--- src/rtl/dmem_sbuf.sv ---
// Data memory with a small in-order store buffer.
// Stores are queued and retire to memory on idle or stalled cycles.
// Loads see the youngest matching buffered store, otherwise memory.
module dmem_sbuf #(
  parameter int MEM_WORDS = 64,
  parameter int SB_DEPTH  = 4
) (
  input  logic                      clk,
  input  logic                      reset,
  input  logic                      MemWrite,
  input  logic                      MemRead,
  input  logic [31:0]               ALUout,
  input  logic [31:0]               writedata,
  output logic [31:0]               readdata,
  output logic                      stall,
  output logic                      fault,
  output logic [$clog2(SB_DEPTH):0] sb_count
);
  localparam int IW = $clog2(MEM_WORDS);
  localparam int PW = $clog2(SB_DEPTH);
  localparam int CW = PW + 1;

  typedef struct packed {
    logic [IW-1:0] idx;
    logic [31:0]   data;
  } sb_ent_t;

  sb_ent_t       sb  [SB_DEPTH];
  logic [31:0]   mem [MEM_WORDS];
  logic [PW-1:0] head, tail;

  logic [IW-1:0] idx;
  logic          req, legal, full, st_acc, ld, drain;
  logic          fwd_hit;
  logic [31:0]   fwd_data;
  logic          unused_addr;

  // Upper address bits alias onto the same word.
  assign idx         = ALUout[IW+1:2];
  assign unused_addr = ^ALUout[31:IW+2];

  assign req    = MemWrite | MemRead;
  assign legal  = (ALUout[1:0] == 2'b00) && (MemWrite ^ MemRead);
  assign full   = (sb_count == CW'(SB_DEPTH));
  assign stall  = MemWrite && legal && full;
  assign st_acc = MemWrite && legal && !full;
  assign ld     = MemRead && legal;
  // Retire only when the datapath leaves the memory alone, or while a store waits for room.
  assign drain  = (sb_count != '0) && (!req || stall);

  // Walk from oldest to youngest so the youngest match wins.
  always_comb begin
    logic [PW-1:0] pos;
    fwd_hit  = 1'b0;
    fwd_data = '0;
    pos      = '0;
    for (int k = 0; k < SB_DEPTH; k++) begin
      pos = head + PW'(k);
      if ((CW'(k) < sb_count) && (sb[pos].idx == idx)) begin
        fwd_hit  = 1'b1;
        fwd_data = sb[pos].data;
      end
    end
  end

  // Control state, load data and fault pulse.
  always_ff @(posedge clk or posedge reset) begin
    if (reset) begin
      readdata <= '0;
      fault    <= 1'b0;
      sb_count <= '0;
      head     <= '0;
      tail     <= '0;
    end else begin
      fault <= req && !legal;
      if (ld)
        readdata <= fwd_hit ? fwd_data : mem[idx];
      if (st_acc) begin
        tail     <= tail + 1'b1;
        sb_count <= sb_count + 1'b1;
      end else if (drain) begin
        head     <= head + 1'b1;
        sb_count <= sb_count - 1'b1;
      end
    end
  end

  // Buffer payload; pointers alone define which entries are live.
  always_ff @(posedge clk) begin
    if (st_acc && !reset)
      sb[tail] <= '{idx: idx, data: writedata};
  end

  // Memory array is not reset; it only changes when the oldest entry retires.
  always_ff @(posedge clk) begin
    if (drain && !reset)
      mem[sb[head].idx] <= sb[head].data;
  end
endmodule

--- config.mk ---
export PLATFORM = sky130hd
export DESIGN_NAME = dmem_sbuf
export DESIGN_NICKNAME = d
export VERILOG_FILES = /design/src/rtl/dmem_sbuf.sv
export SDC_FILE = /design/constraint.sdc
export NUM_CORES = 2
export LEC_CHECK = 0
export BUFFER_PORTS_ARGS = -buffer_cell sky130_fd_sc_hd__buf_2
export CAP_MARGIN = 40
export CORE_MARGIN = 2
export CORE_UTILIZATION = 35
export CTS_BUF_LIST = sky130_fd_sc_hd__clkbuf_4
export DETAILED_ROUTE_END_ITERATION = 10
export GPL_TIMING_DRIVEN = 0
export HOLD_SLACK_MARGIN = 0.03
export PLACE_DENSITY_LB_ADDON = 0.12
export SLEW_MARGIN = 20
export SYNTH_ARGS = -nofsm -noshare
export SYNTH_HDL_FRONTEND = slang
export SYNTH_SLANG_ARGS = --single-unit
export TNS_END_PERCENT = 10
--- constraint.sdc ---
create_clock -name clk -period 3.8 [get_ports clk]
set_input_delay 0.76 -clock clk [delete_from_list [all_inputs] [get_ports clk]]
set_output_delay 0.76 -clock clk [all_outputs]
set_load 0.1 [all_outputs]
Word-level counts from Yosys, hierarchy flattened
Memory sizes are Yosys's and may differ from the RTL's.
Cells that the tools add are included.
{ "word_totals": {"romBits": 0, "memories": 2, "reg_bits": 40, "elab_cells": 62, "output_inout_bits": 37, "input_bits": 68, "latchBits": 0, "mem_bits_rw": 2200} }
{ "mem_list": {"columns": ["memory", "depth", "width", "read_ports", "rd_clocked_by_memory_dff", "write_ports", "line_no", "text"], "rows": [
  ["mem", 64, 32, 1, 0, 1, "29", "logic [31:0] mem [MEM_WORDS];"],
  ["sb", 4, 38, 4, 0, 1, "28", "sb_ent_t sb [SB_DEPTH];"]
]} }
{ "op_classes": {"shift": 0, "n_addsub": 6, "order_cmp": 4, "n_mux": 15, "n_mul": 0, "div": 0, "eq_ne": 5, "n_reduce_logical": 22, "bitwise_logic": 3} }
{ "ops": {"columns": ["op", "n"], "rows": [
  ["32-bit 2-to-1 mux", 5],
  ["6-bit == test", 4],
  ["1-bit logical AND", 13],
  ["1-bit 2-to-1 mux", 8],
  ["1-bit by 3-bit less-than comparator with 1-bit output, first input constant", 2],
  ["2-bit by 3-bit less-than comparator with 1-bit output, first input constant", 2],
  ["3-bit 2-to-1 mux", 2],
  ["2-bit by 1-bit adder with 2-bit output, second input constant", 2],
  ["2-bit adder, second input constant", 2],
  ["1-bit logical NOT", 4],
  ["3-bit by 1-bit adder with 3-bit output, second input constant", 1],
  ["3-bit == test, second input constant", 1],
  ["3-bit nonzero test", 1],
  ["3-bit by 1-bit subtractor with 3-bit output, second input constant", 1],
  ["2-bit logical NOT", 1],
  ["2-bit AND reduction", 1],
  ["2-bit nonzero test", 1],
  ["1-bit logical OR", 1],
  ["1-bit NOT", 1],
  ["1-bit bitwise OR", 1],
  ["1-bit bitwise XOR", 1]
]} }

Logic depth before layout (Yosys ltp)
{ "depth": {"ltp_word": 9, "ltp_mapped": 12, "mapped_depth_nobuf": 9} }

Least setup slack after synthesis
OpenSTA, ideal clock, no wires.
{ "synth_path": {"path_type": "input -> register", "startpoint": "in MemWrite", "endpoint": "mem mem[39][0] (enable)", "setup_time_ns": 0.421, "required_time_ns": 3.379, "stages": 9, "arrival_ns": 5.276, "slack_ns": -1.897, "path_buffers": 0, "cell_sequence": "inv_1 > ha_1 > nor3b_1 > nand2_1 > nor2_1 > o22ai_1 > nor3b_1 > nand2_1 > nor2_1"} }
{ "synth_via": {"elab_chain_cells": 9, "elab_cells_between_ends": 11, "cone_classes": "mux: 2; bitwise: 2; reduce/logical: 7"} }
{ "synth_rtl": {"columns": ["element", "line_no", "text"], "rows": [
  ["from (decl)", "10", "input logic MemWrite,"],
  ["1-bit bitwise XOR", "43", "assign legal = (ALUout[1:0] == 2'b00) && (MemWrite ^ MemRead);"],
  ["1-bit logical AND", "43", null],
  ["1-bit logical AND * (2 in series)", "45", "assign stall = MemWrite && legal && full;"],
  ["via stall", "15", "output logic stall,"],
  ["1-bit logical OR *", "49", "assign drain = (sb_count != '0) && (!req || stall);"],
  ["1-bit logical AND *", "49", null],
  ["1-bit logical AND *", "96", "if (drain && !reset)"],
  ["1-bit 2-to-1 mux *", "96", null],
  ["1-bit 2-to-1 mux (implied by the code) *", "97", "mem[sb[head].idx] <= sb[head].data;"],
  ["to (decl)", "29", null]
]} }
The timed path passes the listed nets; every way through them passes the cells marked *.

Worst setup path after layout
{ "layout_path": {"startpoint": "in ALUout[3]", "endpoint": "reg readdata[12]"} }
{ "layout_via": {"elab_chain_cells": 7, "elab_cells_between_ends": 18, "cone_classes": "eq/ne: 4; mux: 9; reduce/logical: 4; memory: 1"} }
{ "layout_rtl": {"columns": ["element", "line_no", "text"], "rows": [
  ["from (decl)", "12", "input logic [31:0] ALUout,"],
  ["6-bit == test", "59", "if ((CW'(k) < sb_count) && (sb[pos].idx == idx)) begin"],
  ["1-bit logical AND", "59", null],
  ["32-bit 2-to-1 mux / 1-bit 2-to-1 mux (equally long branches) (4 in series)", "59", null],
  ["32-bit 2-to-1 mux *", "77", "readdata <= fwd_hit ? fwd_data : mem[idx];"],
  ["to (signal assigned)", "77", null],
  ["to (decl)", "14", "output logic [31:0] readdata,"]
]} }
Mark *: on every way between the ends. The rest lies on a longest branch, timed or not.
A chain may end at the register's enable or synchronous reset.

==> impl_summary.txt <==
----------------------------------------------------
[Setup path]
  CP max stage delay ... 0.94 ns
  Sequence of cells on the critical path ... buf_2, buf_2, nor2_1, buf_2, clkbuf_1, a221oi_1, nor3_1, nor4_1, nand3_1, a31o_1, a211o_1, a31oi_1
  Endpoint class of the critical path ... register
  Worst Path Max Fanout ... 10
  Category of the worst setup path launch point ... input pin
  Sum of buffers and inverters on the critical path ... 4
  Cell occurring most often along the worst timing path ... sky130_fd_sc_hd__buf_2
  Data arrival time at the worst-slack endpoint ... 5.54 ns
  WP data required ... 5.14 ns
  Top delay family on crit path ... compound AO/OA/AOI/OAI gates
  Start-to-end type of the worst setup path ... in -> reg
  Master of the slowest instance on the critical path ... sky130_fd_sc_hd__a221oi_1

[Clock network]
  Number of H-tree levels ... 6
  Number of clock buffers inserted by TritonCTS ... 625
  CTS sink count ... 2240
  Worst-path clk slew ... around 0.060 ns
  Clock Path Buffers ... 4
  Clock latency of the later-clocked register in the worst-skew pair ... roughly 1.5 ns
  Root buffer selected by CTS ... sky130_fd_sc_hd__clkbuf_4
  CTS tree ... done

[Drt]
  Average wire per standard cell ... 36.01 um
  Detail Route Antenna Nets ... 0
  Total DRC errors in the routed layout ... 0
  Routed length on met3 ... about 34000 um
  Post-detailed-routing wire length ... 355700 um
  Detailed-routed wire length on met2 ... 160900 um
  Top routing layer used ... met5
  Via count normalized by instance count ... ~5.7
  Via count of the routed design ... 56700
  Detailed-router iteration count before antenna repair ... 7
  Wire length on met1 ... 145800 um
  Initial DRC Count ... 8166

[Floorplan]
  Die area ... ~260000 um^2
  Overall die width ... 511.7 um
  Vertical die dimension ... 511.7 um
  Ports placed on the boundary ... 105
  Area inside the core boundary ... ~260000 um^2
  Number of core rows ... 186
  Starting Density ... 35.15%

[Placed design]
  Post-detailed-placement cell area ... 101200 um^2
  Quantity of I/O buffers inserted on ports ... 80
  DP Worst Slack ... -2.083 ns
  Global placement routability congestion ... 1.006
  HPWL after detailed placement ... 258100 um

[Cells and area]
  Most frequent cells in the layout ... 2200 x sky130_fd_sc_hd__edfxtp_1, 944 x sky130_fd_sc_hd__clkbuf_4, 633 x sky130_fd_sc_hd__mux2i_1
  Final instance area ... 111500 um^2
  Fraction of the core area covered by cells at the end of the flow ... 43.42%
  Layout overhead on the synthesized area ... 23.54%
  Layout cell share with drive strength beyond 1 ... 33.95%
  Filler Cell Count ... 22790
  Fin nets ... ~6100
  Most common cell after layout, fill and taps aside ... sky130_fd_sc_hd__edfxtp_1

[Logic synthesis]
  Dominant cell type by area after synthesis ... sky130_fd_sc_hd__edfxtp_1
  Post-synthesis cell count ... 4856
  Total of warnings raised by yosys ... 0
  Cell area after synthesis ... 90230 um^2
  Cell types with the largest area share after synthesis ... sky130_fd_sc_hd__edfxtp_1 73%, sky130_fd_sc_hd__mux4_2 7.3%, sky130_fd_sc_hd__mux2i_1 7.0%
  Fraction of registers with async set or reset after synthesis ... 1.786%
  Total of flip-flops plus latches after synthesis ... 2240
  Predominant post-synthesis flop cell ... sky130_fd_sc_hd__edfxtp_1
  Proportion of netlist area held by the largest area contributor ... 73.22%
  Synth Area per Inst ... 18.58 um^2
  Net count of the mapped netlist ... 4933
  Share of synthesized area occupied by flip-flops and latches ... 74.33%
  Number of enable flip-flop cells after synthesis ... 2200
  Number of unique standard cell types used by synthesis ... 53

[STA]
  Unrepaired setup endpoints after global routing ... true
  Fin crit share ... 110.6%
  Worst Skew ... 0.1197 ns
  Minimum setup slack in the final design ... -0.4024 ns
  Number of endpoints failing setup at the final stage ... 27
  Slew Limit Fails ... 0
  WHS ... 0.1557 ns
  Worst Tran Pin Value ... 1.108 ns
  Tmin final ... 4.202 ns
  Hold Fails Final Rpt ... 0
  Slew headroom ... roughly a quarter
  Maximum achievable frequency ... around 240 MHz

[Pwr]
  Pwr Total ... 70.73 mW
  Leakage Power ... between 30 and 40 nW
  Cell area power density ... 634.6 nW/um^2
  Worst voltage drop across the vdd grid ... 0.4180 mV

[GRT]
  Number of global-route vias before repair ... ~54000
  Number of antenna violations at the first check in global routing ... 24
  Global-route wire length before repair ... 472400 um
  Maximum number of pins on one net before global-route repair ... 66
  Total track usage ... a little over a quarter
  Overflow after GRT ... 0

[Run status]
  Failing checks ... setup timing
  Status ... complete, but fails checks

[Hold path]
  Type of the most critical hold path ... in -> reg

[Flow run]
  Maximum capacitance violations ... 0

----------------------------------------------------
## logic make-up after synthesis
family / count (synthesis) / synth area share, %
buffers and inverters: 327 / 1.912
flip-flops: 2240 / 74.33
XOR/XNOR: 34 / 0.3300
adder cells (fa/ha/maj): 9 / 0.1248
multiplexers: 980 / 15.03
AO/OA/AOI/OAI: 662 / 5.314
AND/OR/NAND/NOR: 604 / 2.955
## Yosys cell counts (all sizes together), types with 2 or more instances
cell / instances
mux2: 52
a211o: 24
and2: 9
nand3: 34
a31o: 24
nand2: 97
mux4: 292
nand2b: 2
xor2: 5
o21ai: 163
nor4: 36
a32oi: 24
a21oi: 78
edfxtp: 2200
nor3: 139
a31oi: 38
or4: 8
xnor2: 29
clkbuf: 133
mux2i: 636
inv: 11
buf: 183
a221oi: 230
a221o: 25
nor3b: 2
or2: 3
a22oi: 39
dfrtp: 40
a211oi: 5
o21a: 2
nor2: 270
ha: 9
nor2b: 3
## registers in the layout (all words and copies together), names as in the netlist
name / flops
mem: 2048
fault: 1
readdata: 32
sb_count: 3
tail: 2
head: 2
sb: 152
## worst paths after layout
check / start / to / slack, ns / cells past startpoint
setup / recovery: ALUout[3] / readdata[12] / -0.40 / 12
hold / removal: writedata[24] / sb[2][24] / 0.16 / 2
setup reg to reg: head[1] / readdata[19] / 0.10 / 11
hold reg to reg: tail[0] / tail[0] / 0.54 / 1
max in group asynchronous: reset / readdata[0] / 2.68 / 4
min in group asynchronous: reset / tail[1] / 0.64 / 4
## where the power goes
group / internal (mW) / switching, mW / total (mW)
Sequential: 31.2 / 0.198 / 31.4
Combinational: 5.21 / 12.2 / 17.4
Clock: 11.8 / 10.3 / 22.0
Total: 48.1 / 22.6 / 70.7
## per-stage QoR
step,instances,setup TNS (ns)
after floorplan,4856,-108.97
after global placement,8320,-
after detailed placement,8605,-1677.51
after CTS,9839,-0.4392
after global routing,9860,-0.2902
final,9878,-3.238
## layout make-up
| type | count | area [um^2] | area share (%) |
|---|---|---|---|
| Tap cell | 3384 | 4234 | 3.799 |
| Clock buffer | 940 | 7057 | 6.331 |
| Sequential cell | 2240 | 67070 | 60.17 |
| Clock inverter | 111 | 703.2 | 0.6308 |
| Timing Repair Buffer | 566 | 7669 | 6.880 |
| Buffer | 315 | 1728 | 1.550 |
| Inverter | 11 | 43.79 | 0.03929 |
| Antenna cell | 22 | 55.05 | 0.04939 |
| Multi-Input combinational cell | 2289 | 22910 | 20.55 |
## timing repair
item	in CTS	in global routing
setup buffers	106	1
endpoints found under the hold margin	242	0
setup endpoints to repair	2105	154
hold buffers	78	0
gates resized for setup	59	20
pin swaps	51	1
## metal layers
metal | up-vias | track usage [%]
li1 | 22820 | -
met1 | 29930 | 36.66
met3 | 619 | 6.295
met5 | - | 0
met2 | 3323 | 40.42
met4 | 6 | 11.52
Note: power is estimated with default switching activity, not from simulation.
